[config.mk]
export PLATFORM = sky130hd
export DESIGN_NAME = byte_serial_wide_adder
export DESIGN_NICKNAME = d
export VERILOG_FILES = /design/src/rtl/byte_serial_adder_pkg.sv /design/src/rtl/carry_select_adder.sv /design/src/rtl/byte_serial_wide_adder.sv
export SDC_FILE = /design/constraint.sdc
export NUM_CORES = 1
export LEC_CHECK = 0
export BUFFER_PORTS_ARGS = -buffer_cell sky130_fd_sc_hd__clkbuf_2
export CAP_MARGIN = 20
export CORE_ASPECT_RATIO = 2
export CORE_MARGIN = 3
export CORE_UTILIZATION = 30
export CTS_BUF_LIST = sky130_fd_sc_hd__clkbuf_4 sky130_fd_sc_hd__clkbuf_8 sky130_fd_sc_hd__clkbuf_16
export DETAILED_ROUTE_END_ITERATION = 8
export GPL_TIMING_DRIVEN = 0
export PLACE_DENSITY = 0.59
export SLEW_MARGIN = 20
export SYNTH_ARGS = -nofsm -noshare
export SYNTH_HDL_FRONTEND = slang
export SYNTH_HIERARCHICAL = 1
export SYNTH_SLANG_ARGS = --single-unit
[constraint.sdc]
create_clock -name clk -period 8.05 [get_ports clk]
set_clock_uncertainty 0.2 [all_clocks]
set_input_delay 1.2075 -clock clk [delete_from_list [all_inputs] [get_ports clk]]
set_output_delay 1.2075 -clock clk [all_outputs]
set_load 0.01 [all_outputs]
[src/rtl/byte_serial_adder_pkg.sv]
// Shared types and constants for the byte-serial wide adder.
package byte_serial_adder_pkg;

    localparam int BYTE_W = 8;

    typedef enum logic [1:0] {
        IDLE = 2'd0,
        RUN  = 2'd1,
        DONE = 2'd2
    } state_t;

    // Byte index width; a single-bit index is kept as the floor so the counter never collapses to zero width.
    function automatic int idx_width(input int num_bytes);
        return (num_bytes > 1) ? $clog2(num_bytes) : 1;
    endfunction

endpackage

[src/rtl/carry_select_adder.sv]
// 8-bit carry-select adder: the low nibble ripples, the high nibble is precomputed for both carries.
module carry_select_adder (
    input  logic [7:0] a,
    input  logic [7:0] b,
    input  logic       cin,
    output logic [7:0] sum,
    output logic       cout
);

    logic [4:0] lo;
    logic [4:0] hi0;
    logic [4:0] hi1;

    always_comb begin
        lo   = {1'b0, a[3:0]} + {1'b0, b[3:0]} + {4'b0000, cin};
        hi0  = {1'b0, a[7:4]} + {1'b0, b[7:4]};
        hi1  = {1'b0, a[7:4]} + {1'b0, b[7:4]} + 5'd1;
        sum  = {(lo[4] ? hi1[3:0] : hi0[3:0]), lo[3:0]};
        cout = lo[4] ? hi1[4] : hi0[4];
    end

endmodule

[src/rtl/byte_serial_wide_adder.sv]
// Wide-operand front end: adds two NUM_BYTES-byte operands one byte per cycle, LSB first.
// Optional subtract mode is enabled with `define BYTE_SERIAL_WIDE_ADDER_SUB_EN.
//
// Handshakes: a transfer happens on a rising edge where valid && ready are both high;
// in_ready/out_valid never depend combinationally on in_valid/out_ready.
module byte_serial_wide_adder
    import byte_serial_adder_pkg::*;
#(
    parameter int NUM_BYTES = 4
) (
    input  logic                        clk,
    input  logic                        rst_n,
    input  logic                        in_valid,
    output logic                        in_ready,
    input  logic [BYTE_W*NUM_BYTES-1:0] a,
    input  logic [BYTE_W*NUM_BYTES-1:0] b,
    input  logic                        c_in,
`ifdef BYTE_SERIAL_WIDE_ADDER_SUB_EN
    input  logic                        sub,
`endif
    output logic                        out_valid,
    input  logic                        out_ready,
    output logic [BYTE_W*NUM_BYTES-1:0] sum,
    output logic                        carry_out,
    output state_t                      state_dbg
);

    localparam int W     = BYTE_W * NUM_BYTES;
    localparam int IDX_W = idx_width(NUM_BYTES);
    localparam logic [IDX_W-1:0] LAST_IDX = IDX_W'(NUM_BYTES - 1);

    state_t             state_q;
    state_t             state_d;
    logic [W-1:0]       a_q;
    logic [W-1:0]       b_q;
    logic               carry_q;
    logic [IDX_W-1:0]   idx_q;
    logic               accept;
    logic               last_byte;
    logic               carry_init;
    logic [BYTE_W-1:0]  byte_a;
    logic [BYTE_W-1:0]  byte_b;
    logic [BYTE_W-1:0]  byte_sum;
    logic               byte_cout;

`ifdef BYTE_SERIAL_WIDE_ADDER_SUB_EN
    logic sub_q;

    // Subtraction is a + ~b + 1, so the seed carry replaces c_in.
    assign carry_init = sub ? 1'b1 : c_in;
    assign byte_b     = b_q[int'(idx_q)*BYTE_W +: BYTE_W] ^ {BYTE_W{sub_q}};
`else
    assign carry_init = c_in;
    assign byte_b     = b_q[int'(idx_q)*BYTE_W +: BYTE_W];
`endif

    assign byte_a    = a_q[int'(idx_q)*BYTE_W +: BYTE_W];
    assign accept    = in_valid && in_ready;
    assign last_byte = (idx_q == LAST_IDX);
    assign out_valid = (state_q == DONE);
    assign state_dbg = state_q;

    carry_select_adder u_byte_adder (
        .a    (byte_a),
        .b    (byte_b),
        .cin  (carry_q),
        .sum  (byte_sum),
        .cout (byte_cout)
    );

    always_comb begin
        state_d = state_q;
        case (state_q)
            IDLE:    if (accept) state_d = RUN;
            RUN:     if (last_byte) state_d = DONE;
            DONE:    if (out_ready) state_d = IDLE;
            default: state_d = IDLE;
        endcase
    end

    // in_ready is registered so it stays low through reset and rises on the first edge after release.
    always_ff @(posedge clk or negedge rst_n) begin
        if (!rst_n) begin
            state_q   <= IDLE;
            in_ready  <= 1'b0;
            a_q       <= '0;
            b_q       <= '0;
            carry_q   <= 1'b0;
            idx_q     <= '0;
            sum       <= '0;
            carry_out <= 1'b0;
`ifdef BYTE_SERIAL_WIDE_ADDER_SUB_EN
            sub_q     <= 1'b0;
`endif
        end else begin
            state_q  <= state_d;
            in_ready <= (state_d == IDLE);
            if (accept) begin
                a_q     <= a;
                b_q     <= b;
                carry_q <= carry_init;
                idx_q   <= '0;
`ifdef BYTE_SERIAL_WIDE_ADDER_SUB_EN
                sub_q   <= sub;
`endif
            end
            if (state_q == RUN) begin
                sum[int'(idx_q)*BYTE_W +: BYTE_W] <= byte_sum;
                carry_q <= byte_cout;
                if (last_byte) begin
                    carry_out <= byte_cout;
                    idx_q     <= '0;
                end else begin
                    idx_q <= idx_q + 1'b1;
                end
            end
        end
    end

endmodule

==> results of run 1 <==
==> metal layers <==
| metal | share of wire | vias up | track usage | wire length (um) |
|---|---|---|---|---|
| li1 | - | 1525 | - | - |
| met1 | 0.34 | 1653 | 0.135 | 4180 |
| met2 | 0.59 | 75 | 0.274 | 7260 |
| met3 | 0.034 | 17 | 0.0272 | 423 |
| met4 | 0.036 | 0 | 0.0714 | 448 |
| met5 | 0 | - | 0 | 0 |
==> area by class of cell <==
class                      instances  area, um2
tap                              201        251
multi-input combinational        184       2030
buffer                            23        124
clock inverter                     3       20.0
inverter                          53        199
clock buffer                      12        254
fill                            1613       9920
sequential                       103       2580
timing repair buffer             106        562
==> sequential cells by signal, indices dropped and copies added (netlist names) <==
register,flops
carry_out,1
in_ready,1
b_q,32
idx_q,2
carry_q,1
state_dbg,2
a_q,32
sum,32
==> power groups by stage <==
stage | Combinational [mW] | Clock, mW | Sequential [mW]
4_1_cts | 1.77 | 0.425 | 0.883
3_5_place_dp | 1.75 | 0 | 0.894
3_3_place_gp | 1.73 | 0 | 0.878
6_report | 1.71 | 0.412 | 0.880
2_1_floorplan | 1.18 | 0 | 0.885
5_1_grt | 1.90 | 0.445 | 0.912
==> cell families (layout without fill, tap and decap cells) <==
logic type               count (synthesis)  count (layout)  share of synthesized area
XOR/XNOR                                 7               7                     0.0140
flip-flops                             103             103                      0.523
multiplexers                            82              82                      0.224
buffers and inverters                   76             197                     0.0655
AND/OR/NAND/NOR                         29              29                     0.0409
adder cells (fa/ha/maj)                 17              17                     0.0477
AO/OA/AOI/OAI                           49              49                     0.0850
==> cells in the final DEF, fill, tap and decap left out, drive strengths merged, types with 2 or more instances in the layout <==
master and instances:
o32ai 32, xnor2 4, inv 53, xor2 3
ha 14, clkinvlp 2, nand3b 4, nor2 2
mux4 16, nand2b 2, a21oi 6, o21ai 3
a31o 2, nand2 3, and3b 5, buf 18
clkbuf 123, nand3 3, fa 3, dfrtp 103
mux2 66
==> worst max path at each step <==
stage / end / from / slack [ns] / cells past startpoint
after floorplan: carry_out$_DFFE_PN0P_ / idx_q[1]$_DFFE_PN0P_ / 4.73 / 11
after global placement: carry_out$_DFFE_PN0P_ / idx_q[1]$_DFFE_PN0P_ / 3.97 / 11
after detailed placement: carry_out$_DFFE_PN0P_ / idx_q[1]$_DFFE_PN0P_ / 3.96 / 11
after CTS: carry_out$_DFFE_PN0P_ / idx_q[1]$_DFFE_PN0P_ / 3.94 / 11
after global routing: carry_out$_DFFE_PN0P_ / idx_q[1]$_DFFE_PN0P_ / 3.79 / 11
final: carry_out$_DFFE_PN0P_ / idx_q[1]$_DFFE_PN0P_ / 4.06 / 11
==> results.py, run 1 <==
metrics = {
    "logic_synthesis": {
        "ys_ff_latch": 103,
        "synth_top_cell_by_area": "dfrtp_1",
        "synth_area_per_cell_um2": 13.6,
        "ys.flop_type": "dfrtp_1",
        "synthArstFlopShare": 1.00,
        "synth_most_common_cell": "dfrtp_1",
        "synth.net_count": 449,
        "seq_area_frac_synth": 0.523,
        "synth_top_area_share": 0.523,
        "netlist_area_um2": 4930,
        "synth_commonest_cells": "103 x dfrtp_1, 66 x mux2_2, 53 x inv_1",
        "synth_edf_count": 0,
        "yosysWarnings": 6,
        "synth_cells": 363,
        "synth.area.top_cells": "dfrtp_1 52%, mux2_2 15%, mux4_2 7.3%, o32ai_1 5.2%, inv_1 4.0%",
        "ys_types": 44,
    },
    "layout": {
        "final_area_um2": 6020,
        "finalNetCount": 566,
        "area_growth_pct": 22.1,
        "drive_gt1_frac": 0.475,
        "fin_cells": 685,
        "finish.utilization": 0.377,
        "diodes": 0,
    },
    "min_path": {
        "hold_path_depth": 1,
        "worstHoldStart": "a_q[20]$_DFFE_PN0P_",
        "hold_class": "reg2reg",
        "min_to": "a_q[20]$_DFFE_PN0P_",
    },
    "setup_path": {
        "cpMostUsedCell": "fa_1",
        "worstPathArrival_ns": 4.01,
        "crit_buf_inv": 3,
        "reg2regPathDepth": 11,
        "reg2reg_to": "carry_out$_DFFE_PN0P_",
        "max_stage_delay_ns": 0.53,
        "crit_chain": "clkbuf_1, buf_2, mux4_2, inv_1, fa_1, fa_1, nor2b_1, o21ai_1, a2111oi_2, xnor2_1, mux2_2",
        "worst_path_max_delay_cell": "clkbuf_1",
        "worst_ep_required_time_ns": 8.08,
        "crit_path_end_kind": "flop",
        "path_delay_family": "buffers and inverters",
        "path_class": "reg2reg",
        "worst_r2r_startpoint": "idx_q[1]$_DFFE_PN0P_",
        "r2r_slack_ns": 4.06,
        "cp-start-kind": "flop",
        "path_max_fanout": 10,
    },
    "power": {
        "leakage_nw": 2.75,
        "p_switching_mw": 1.30,
        "peakVddDrop_v": 0.000201,
        "sequentialPowerShare": 0.293,
        "swShare": 0.434,
        "combPwrFrac": 0.570,
        "clkPwrFrac": 0.137,
        "p_per_area_nw_per_um2": 499,
        "internal_power_mw": 1.70,
        "finalPower_mw": 3.00,
    },
    "timing": {
        "timing.fmax_mhz": 251,
        "setup_viol": 0,
        "finalMaxSlewViolations": 0,
        "period_minus_slack_ns": 3.99,
        "tightest_slew_ns": 0.664,
        "final.setup.tns_ns": 0,
        "grt_setup_unrepaired": "false",
        "fin_hold_ws_ns": 0.302,
        "setup_ws_ns": 4.06,
        "post-route-period-util": 0.495,
        "finalHoldViolCount": 0,
        "relSlewSlack": 0.557,
    },
    "place": {
        "io_buffer_count": 105,
        "dp.cells": 670,
        "place_ws_ns": 3.96,
        "placed_area_um2": 5740,
        "gp_congestion": 0.725,
        "dp_hpwl_um": 9690,
    },
    "global_route": {
        "grt_use_total": 0.140,
        "grt_max_degree": 90,
        "grt_pass1_wl_um": 19700,
        "grt_pass1_vias": 3691,
        "overflow": 0,
        "antenna_found_initial": 0,
    },
    "route": {
        "drc_errors": 0,
        "wire_per_inst_um": 18.0,
        "avgViaCountPerCell": 4.77,
        "detail-route-antenna-nets": 0,
        "vias": 3270,
        "drt_iter0_markers": 133,
        "firstDrtPassIters": 4,
        "drt_wl_total_um": 12300,
    },
    "die": {
        "fp-row-count": 65,
        "die_w_um": 96.6,
        "initial_core_util": 0.309,
        "die_y_um": 187,
        "num_io_pins": 106,
        "dieArea_um2": 18100,
        "core_area_um2": 15900,
    },
    "cts": {
        "cts_tree": "built",
        "ctsHoldBuffers": 0,
        "clock_sinks": 103,
        "cts_root_buf": "clkbuf_16",
        "clockBufferDepth": 2,
        "cts_made_buffers": 9,
        "cts.htree.levels": 3,
        "post-cts-setup-buffers": 0,
        "post_cts_resize_count": 0,
        "insertion_delay_ns": 0.35,
        "clkSlewWorstSetupHoldPaths_ns": 0.07,
    },
    "job": {
        "maxCapViolations": 0,
    },
    "outcome": {
        "status": "finished clean",
    },
}
No activity file was read; power rests on OpenSTA's default activity.
==> run 2, diff against run 1 <==
clock period = 3.78 ns   (was 8.05 ns; I/O delays follow)
==> results.py, run 2 (synthesized netlist as in run 1, its figures left out) <==
metrics = {
    "cts": {
        "cts.htree.levels": 3,
        "clockBufferDepth": 2,
        "insertion_delay_ns": 0.35,
        "cts_made_buffers": 9,
        "post-cts-setup-buffers": 0,
        "clock_sinks": 103,
        "cts_tree": "built",
        "clkSlewWorstSetupHoldPaths_ns": 0.07,
        "cts_root_buf": "clkbuf_16",
    },
    "global_route": {
        "grt_use_total": 0.140,
        "overflow": 0,
        "antenna_found_initial": 0,
        "grt_pass1_vias": 3701,
        "grt_most_used_layer": "met2",
        "grt_use_met2": 0.274,
        "grt_max_degree": 90,
        "grt_pass1_wl_um": 19700,
        "grt_use_met1": 0.135,
        "grtUsageMet3": 0.0272,
    },
    "layout": {
        "diodes": 0,
        "fin_cells": 686,
        "final_area_um2": 6040,
        "finish.utilization": 0.379,
        "reg.largest.list": "a_q (32), b_q (32), sum (32)",
        "area_growth_pct": 22.5,
        "drive_gt1_frac": 0.476,
        "finalNetCount": 567,
        "final_cell_mix": "104 x clkbuf_2, 103 x dfrtp_1, 66 x mux2_2, 53 x inv_1, 29 x o32ai_1",
        "final_common_cell": "clkbuf_2",
    },
    "power": {
        "leakage_nw": 2.76,
        "finalPower_mw": 6.41,
        "p_per_area_nw_per_um2": 1060,
        "peakVddDrop_v": 0.000427,
    },
    "die": {
        "fp-row-count": 65,
        "dieArea_um2": 18100,
        "die_y_um": 187,
        "initial_core_util": 0.309,
        "die_w_um": 96.6,
        "num_io_pins": 106,
        "core_area_um2": 15900,
    },
    "place": {
        "placed_area_um2": 5740,
        "place_ws_ns": -0.313,
        "dp.cells": 670,
        "io_buffer_count": 105,
        "dp_hpwl_um": 9690,
        "gp_congestion": 0.725,
    },
    "route": {
        "drt_wl_total_um": 12300,
        "detail-route-antenna-nets": 0,
        "vias": 3298,
        "wire_per_inst_um": 18.0,
        "firstDrtPassIters": 4,
        "drc_errors": 0,
        "drt_iter0_markers": 137,
        "avgViaCountPerCell": 4.81,
    },
    "outcome": {
        "status": "finished clean",
    },
    "setup_path": {
        "worst_path_max_delay_cell": "mux4_2",
        "crit_path_end_kind": "flop",
        "cp-start-kind": "flop",
        "path_delay_family": "adder cells",
        "path_max_fanout": 10,
        "worstPathArrival_ns": 3.56,
        "cpMostUsedCell": "ha_1",
        "reg2regPathDepth": 10,
        "path_class": "reg2reg",
        "worst_r2r_startpoint": "idx_q[0]$_DFFE_PN0P_",
        "crit_buf_inv": 2,
        "crit_chain": "clkbuf_4, buf_6, mux4_2, ha_1, fa_1, ha_1, nand2_1, a2111oi_2, xnor2_1, mux2_2",
        "max_stage_delay_ns": 0.55,
        "worst_ep_required_time_ns": 3.81,
        "r2r_slack_ns": 0.24,
        "reg2reg_to": "carry_out$_DFFE_PN0P_",
        "startpoint": "idx_q[0]$_DFFE_PN0P_",
    },
    "timing": {
        "fin_hold_ws_ns": 0.237,
        "period_minus_slack_ns": 3.54,
        "final.setup.tns_ns": 0,
        "setup_viol": 0,
        "timing.fmax_mhz": 283,
        "post-route-period-util": 0.935,
        "finalMaxSlewViolations": 0,
        "finalHoldViolCount": 0,
        "setup_ws_ns": 0.245,
        "relSlewSlack": 0.687,
        "tightest_slew_ns": 0.469,
    },
    "job": {
        "maxCapViolations": 0,
    },
    "min_path": {
        "hold_path_depth": 2,
        "hold_class": "in2reg",
        "min_to": "state_dbg[1]$_DFF_PN0_",
        "worstHoldStart": "out_ready",
    },
}
-- run 2: worst max-delay path by stage --
stage	to	slack, ns	depth (start not counted)
6_report	carry_out$_DFFE_PN0P_	0.24	10
5_1_grt	carry_out$_DFFE_PN0P_	-0.002	10
4_1_cts	carry_out$_DFFE_PN0P_	0.02	10
3_5_place_dp	carry_out$_DFFE_PN0P_	-0.31	11
3_3_place_gp	carry_out$_DFFE_PN0P_	-0.30	11
2_1_floorplan	carry_out$_DFFE_PN0P_	0.46	11
-- run 2: worst register-to-register path: cells and delay by family, from the launching register on --
| family | cells | cell delay (ns) |
|---|---|---|
| adder cells (fa/ha/maj) | 3 | 0.95 |
| AO/OA/AOI/OAI | 1 | 0.36 |
| multiplexers | 2 | 0.83 |
| buffers and inverters | 2 | 0.43 |
| XOR/XNOR | 1 | 0.16 |
| AND/OR/NAND/NOR | 1 | 0.06 |
| flip-flops | 1 | 0.41 |
-- run 2: routing by layer --
metal | up-vias | part of all wire | routed length [um]
met3 | 18 | 0.034 | 421
met2 | 72 | 0.59 | 7260
met5 | - | 0 | 0
met1 | 1678 | 0.34 | 4210
li1 | 1530 | - | -
met4 | 0 | 0.036 | 449
-- run 2: area by class of cell --
class                      instances  area, um2
multi-input combinational        184       2030
sequential                       103       2580
tap                              201        251
clock inverter                     3       20.0
timing repair buffer             107        572
clock buffer                      12        254
buffer                            23        136
fill                            1614       9900
inverter                          53        199
-- run 2: repair_timing --
item	CTS	global route
hold buffers	1	0
hold endpoints to repair	14	0
setup endpoints to repair	18	6
gates resized for setup	2	5
-- run 2: report_power, final --
group	internal (mW)	switching (mW)
clock network	0.475	0.403
logic	1.55	2.11
registers	1.61	0.265
==> run 3, diff against run 2 <==
REMOVE_ABC_BUFFERS = 1   (was default)
==> results.py, run 3 (synthesized netlist as in run 1, its figures left out) <==
metrics = {
    "global_route": {
        "grt_most_used_layer": "met2",
        "grt_use_total": 0.128,
        "grt_pass1_wl_um": 18300,
        "grtUsageMet3": 0.0284,
        "antenna_found_initial": 0,
        "grt_max_degree": 94,
        "grt_pass1_vias": 3575,
        "grt_use_met2": 0.239,
        "overflow": 0,
        "grt_use_met1": 0.131,
    },
    "setup_path": {
        "reg2reg_to": "carry_q$_DFFE_PN0P_",
        "worstPathArrival_ns": 3.48,
        "reg2regPathDepth": 11,
        "max_stage_delay_ns": 0.47,
        "worst_ep_required_time_ns": 3.77,
        "path_max_fanout": 19,
        "crit_buf_inv": 2,
        "r2r_slack_ns": 0.29,
        "worst_r2r_startpoint": "idx_q[0]$_DFFE_PN0P_",
        "worst_path_max_delay_cell": "dfrtp_2",
        "cpMostUsedCell": "fa_1",
        "crit_path_end_kind": "flop",
        "path_class": "reg2reg",
        "path_delay_family": "adder cells",
        "cp-start-kind": "flop",
        "crit_chain": "buf_12, mux4_2, inv_1, fa_1, fa_1, nor2b_1, o21ai_1, a2111oi_2, xnor2_1, nor3b_2, a31oi_1",
    },
    "layout": {
        "fillers": 1611,
        "multiInputGateArea_um2": 2040,
        "final_cell_mix": "104 x clkbuf_2, 101 x dfrtp_1, 66 x mux2_2, 53 x inv_1, 29 x o32ai_1",
        "diodes": 0,
        "area_growth_pct": 21.9,
        "ff_latch_area_um2": 2580,
        "finalNetCount": 546,
        "final_common_cell": "clkbuf_2",
        "drive_gt1_frac": 0.475,
        "fin_cells": 666,
        "reg.largest.list": "a_q (32), b_q (32), sum (32)",
    },
    "cts": {
        "insertion_delay_ns": 0.35,
        "cts_root_buf": "clkbuf_16",
        "post-cts-setup-buffers": 0,
        "cts.htree.levels": 3,
        "clock_sinks": 103,
        "clkSlewWorstSetupHoldPaths_ns": 0.07,
        "clockBufferDepth": 2,
        "cts_made_buffers": 9,
        "cts_tree": "built",
    },
    "route": {
        "vias": 3183,
        "wire_per_inst_um": 17.0,
        "firstDrtPassIters": 4,
        "drt_wl_total_um": 11300,
        "drc_errors": 0,
        "avgViaCountPerCell": 4.78,
        "drt_iter0_markers": 118,
        "detail-route-antenna-nets": 0,
    },
    "min_path": {
        "worstHoldStart": "out_ready",
        "hold_class": "in2reg",
        "hold_path_depth": 2,
        "min_to": "state_dbg[1]$_DFF_PN0_",
    },
    "job": {
        "maxCapViolations": 0,
    },
    "timing": {
        "post-route-period-util": 0.923,
        "tightest_slew_ns": 0.708,
        "relSlewSlack": 0.528,
        "period_minus_slack_ns": 3.49,
        "timing.fmax_mhz": 287,
        "finalHoldViolCount": 0,
        "grt_setup_unrepaired": "false",
        "final.setup.tns_ns": 0,
        "setup_viol": 0,
        "finalMaxSlewViolations": 0,
    },
    "place": {
        "dp_hpwl_um": 8570,
        "gp_congestion": 0.756,
        "io_buffer_count": 105,
        "dp.cells": 649,
    },
    "power": {
        "clkPwrFrac": 0.158,
        "sequentialPowerShare": 0.310,
        "leakage_nw": 2.71,
        "peakVddDrop_v": 0.000400,
        "swShare": 0.413,
        "internal_power_mw": 3.70,
        "p_per_area_nw_per_um2": 1050,
        "combPwrFrac": 0.532,
        "p_switching_mw": 2.61,
    },
    "die": {
        "die_y_um": 187,
        "fp-row-count": 65,
        "core_area_um2": 15900,
        "dieArea_um2": 18100,
        "initial_core_util": 0.309,
        "num_io_pins": 106,
        "die_w_um": 96.6,
    },
    "outcome": {
        "status": "finished clean",
    },
}
## run 3: how the worst max path moves through the flow
stage / from / endpoint / slack (ns) / cells past startpoint
6_report: idx_q[0]$_DFFE_PN0P_ / carry_q$_DFFE_PN0P_ / 0.29 / 11
5_1_grt: idx_q[0]$_DFFE_PN0P_ / carry_q$_DFFE_PN0P_ / 0.06 / 11
4_1_cts: idx_q[1]$_DFFE_PN0P_ / carry_q$_DFFE_PN0P_ / 0.04 / 10
3_5_place_dp: idx_q[1]$_DFFE_PN0P_ / carry_q$_DFFE_PN0P_ / -0.32 / 10
3_3_place_gp: idx_q[0]$_DFFE_PN0P_ / carry_q$_DFFE_PN0P_ / -0.64 / 10
2_1_floorplan: idx_q[0]$_DFFE_PN0P_ / carry_out$_DFFE_PN0P_ / 0.20 / 8
## run 3: metal layers
metal,share of wire,vias to the layer above
li1,-,1499
met3,0.038,14
met2,0.58,70
met1,0.36,1600
met4,0.028,0
met5,0,-
## run 3: metrics by stage
step	worst slack [ns]	power (mW)	hold WS [ns]	util	cell area, um2
global placement	-0.638	5.25	0.286	0.350	5580
finish	0.290	6.31	0.228	0.377	6010
floorplan	0.195	4.32	0.0714	-	4800
detailed placement	-0.320	5.38	0.213	0.355	5660
CTS	0.0425	6.42	0.220	0.376	6000
global route	0.0620	6.84	0.222	0.377	6010
## run 3: what timing repair did
action	in CTS	in global routing
gates resized for setup	1	2
hold endpoints to repair	10	0
hold buffers	1	0
setup endpoints to repair	15	1
## run 3: area by class of cell
type | instances | share of cell area
clock buffer | 10 | 0.0387
tap | 201 | 0.0419
inverter | 53 | 0.0331
sequential | 103 | 0.430
multi-input combinational | 184 | 0.339
timing repair buffer | 109 | 0.102
clock inverter | 6 | 0.0154
## run 3: power groups by stage
stage / sequential [mW] / combinational, mW / clock [mW]
after floorplan: 1.95 / 2.37 / 0
after global placement: 1.99 / 3.25 / 0
after detailed placement: 1.98 / 3.40 / 0
after CTS: 1.96 / 3.42 / 1.03
after global routing: 2.03 / 3.73 / 1.08
final: 1.95 / 3.36 / 0.999
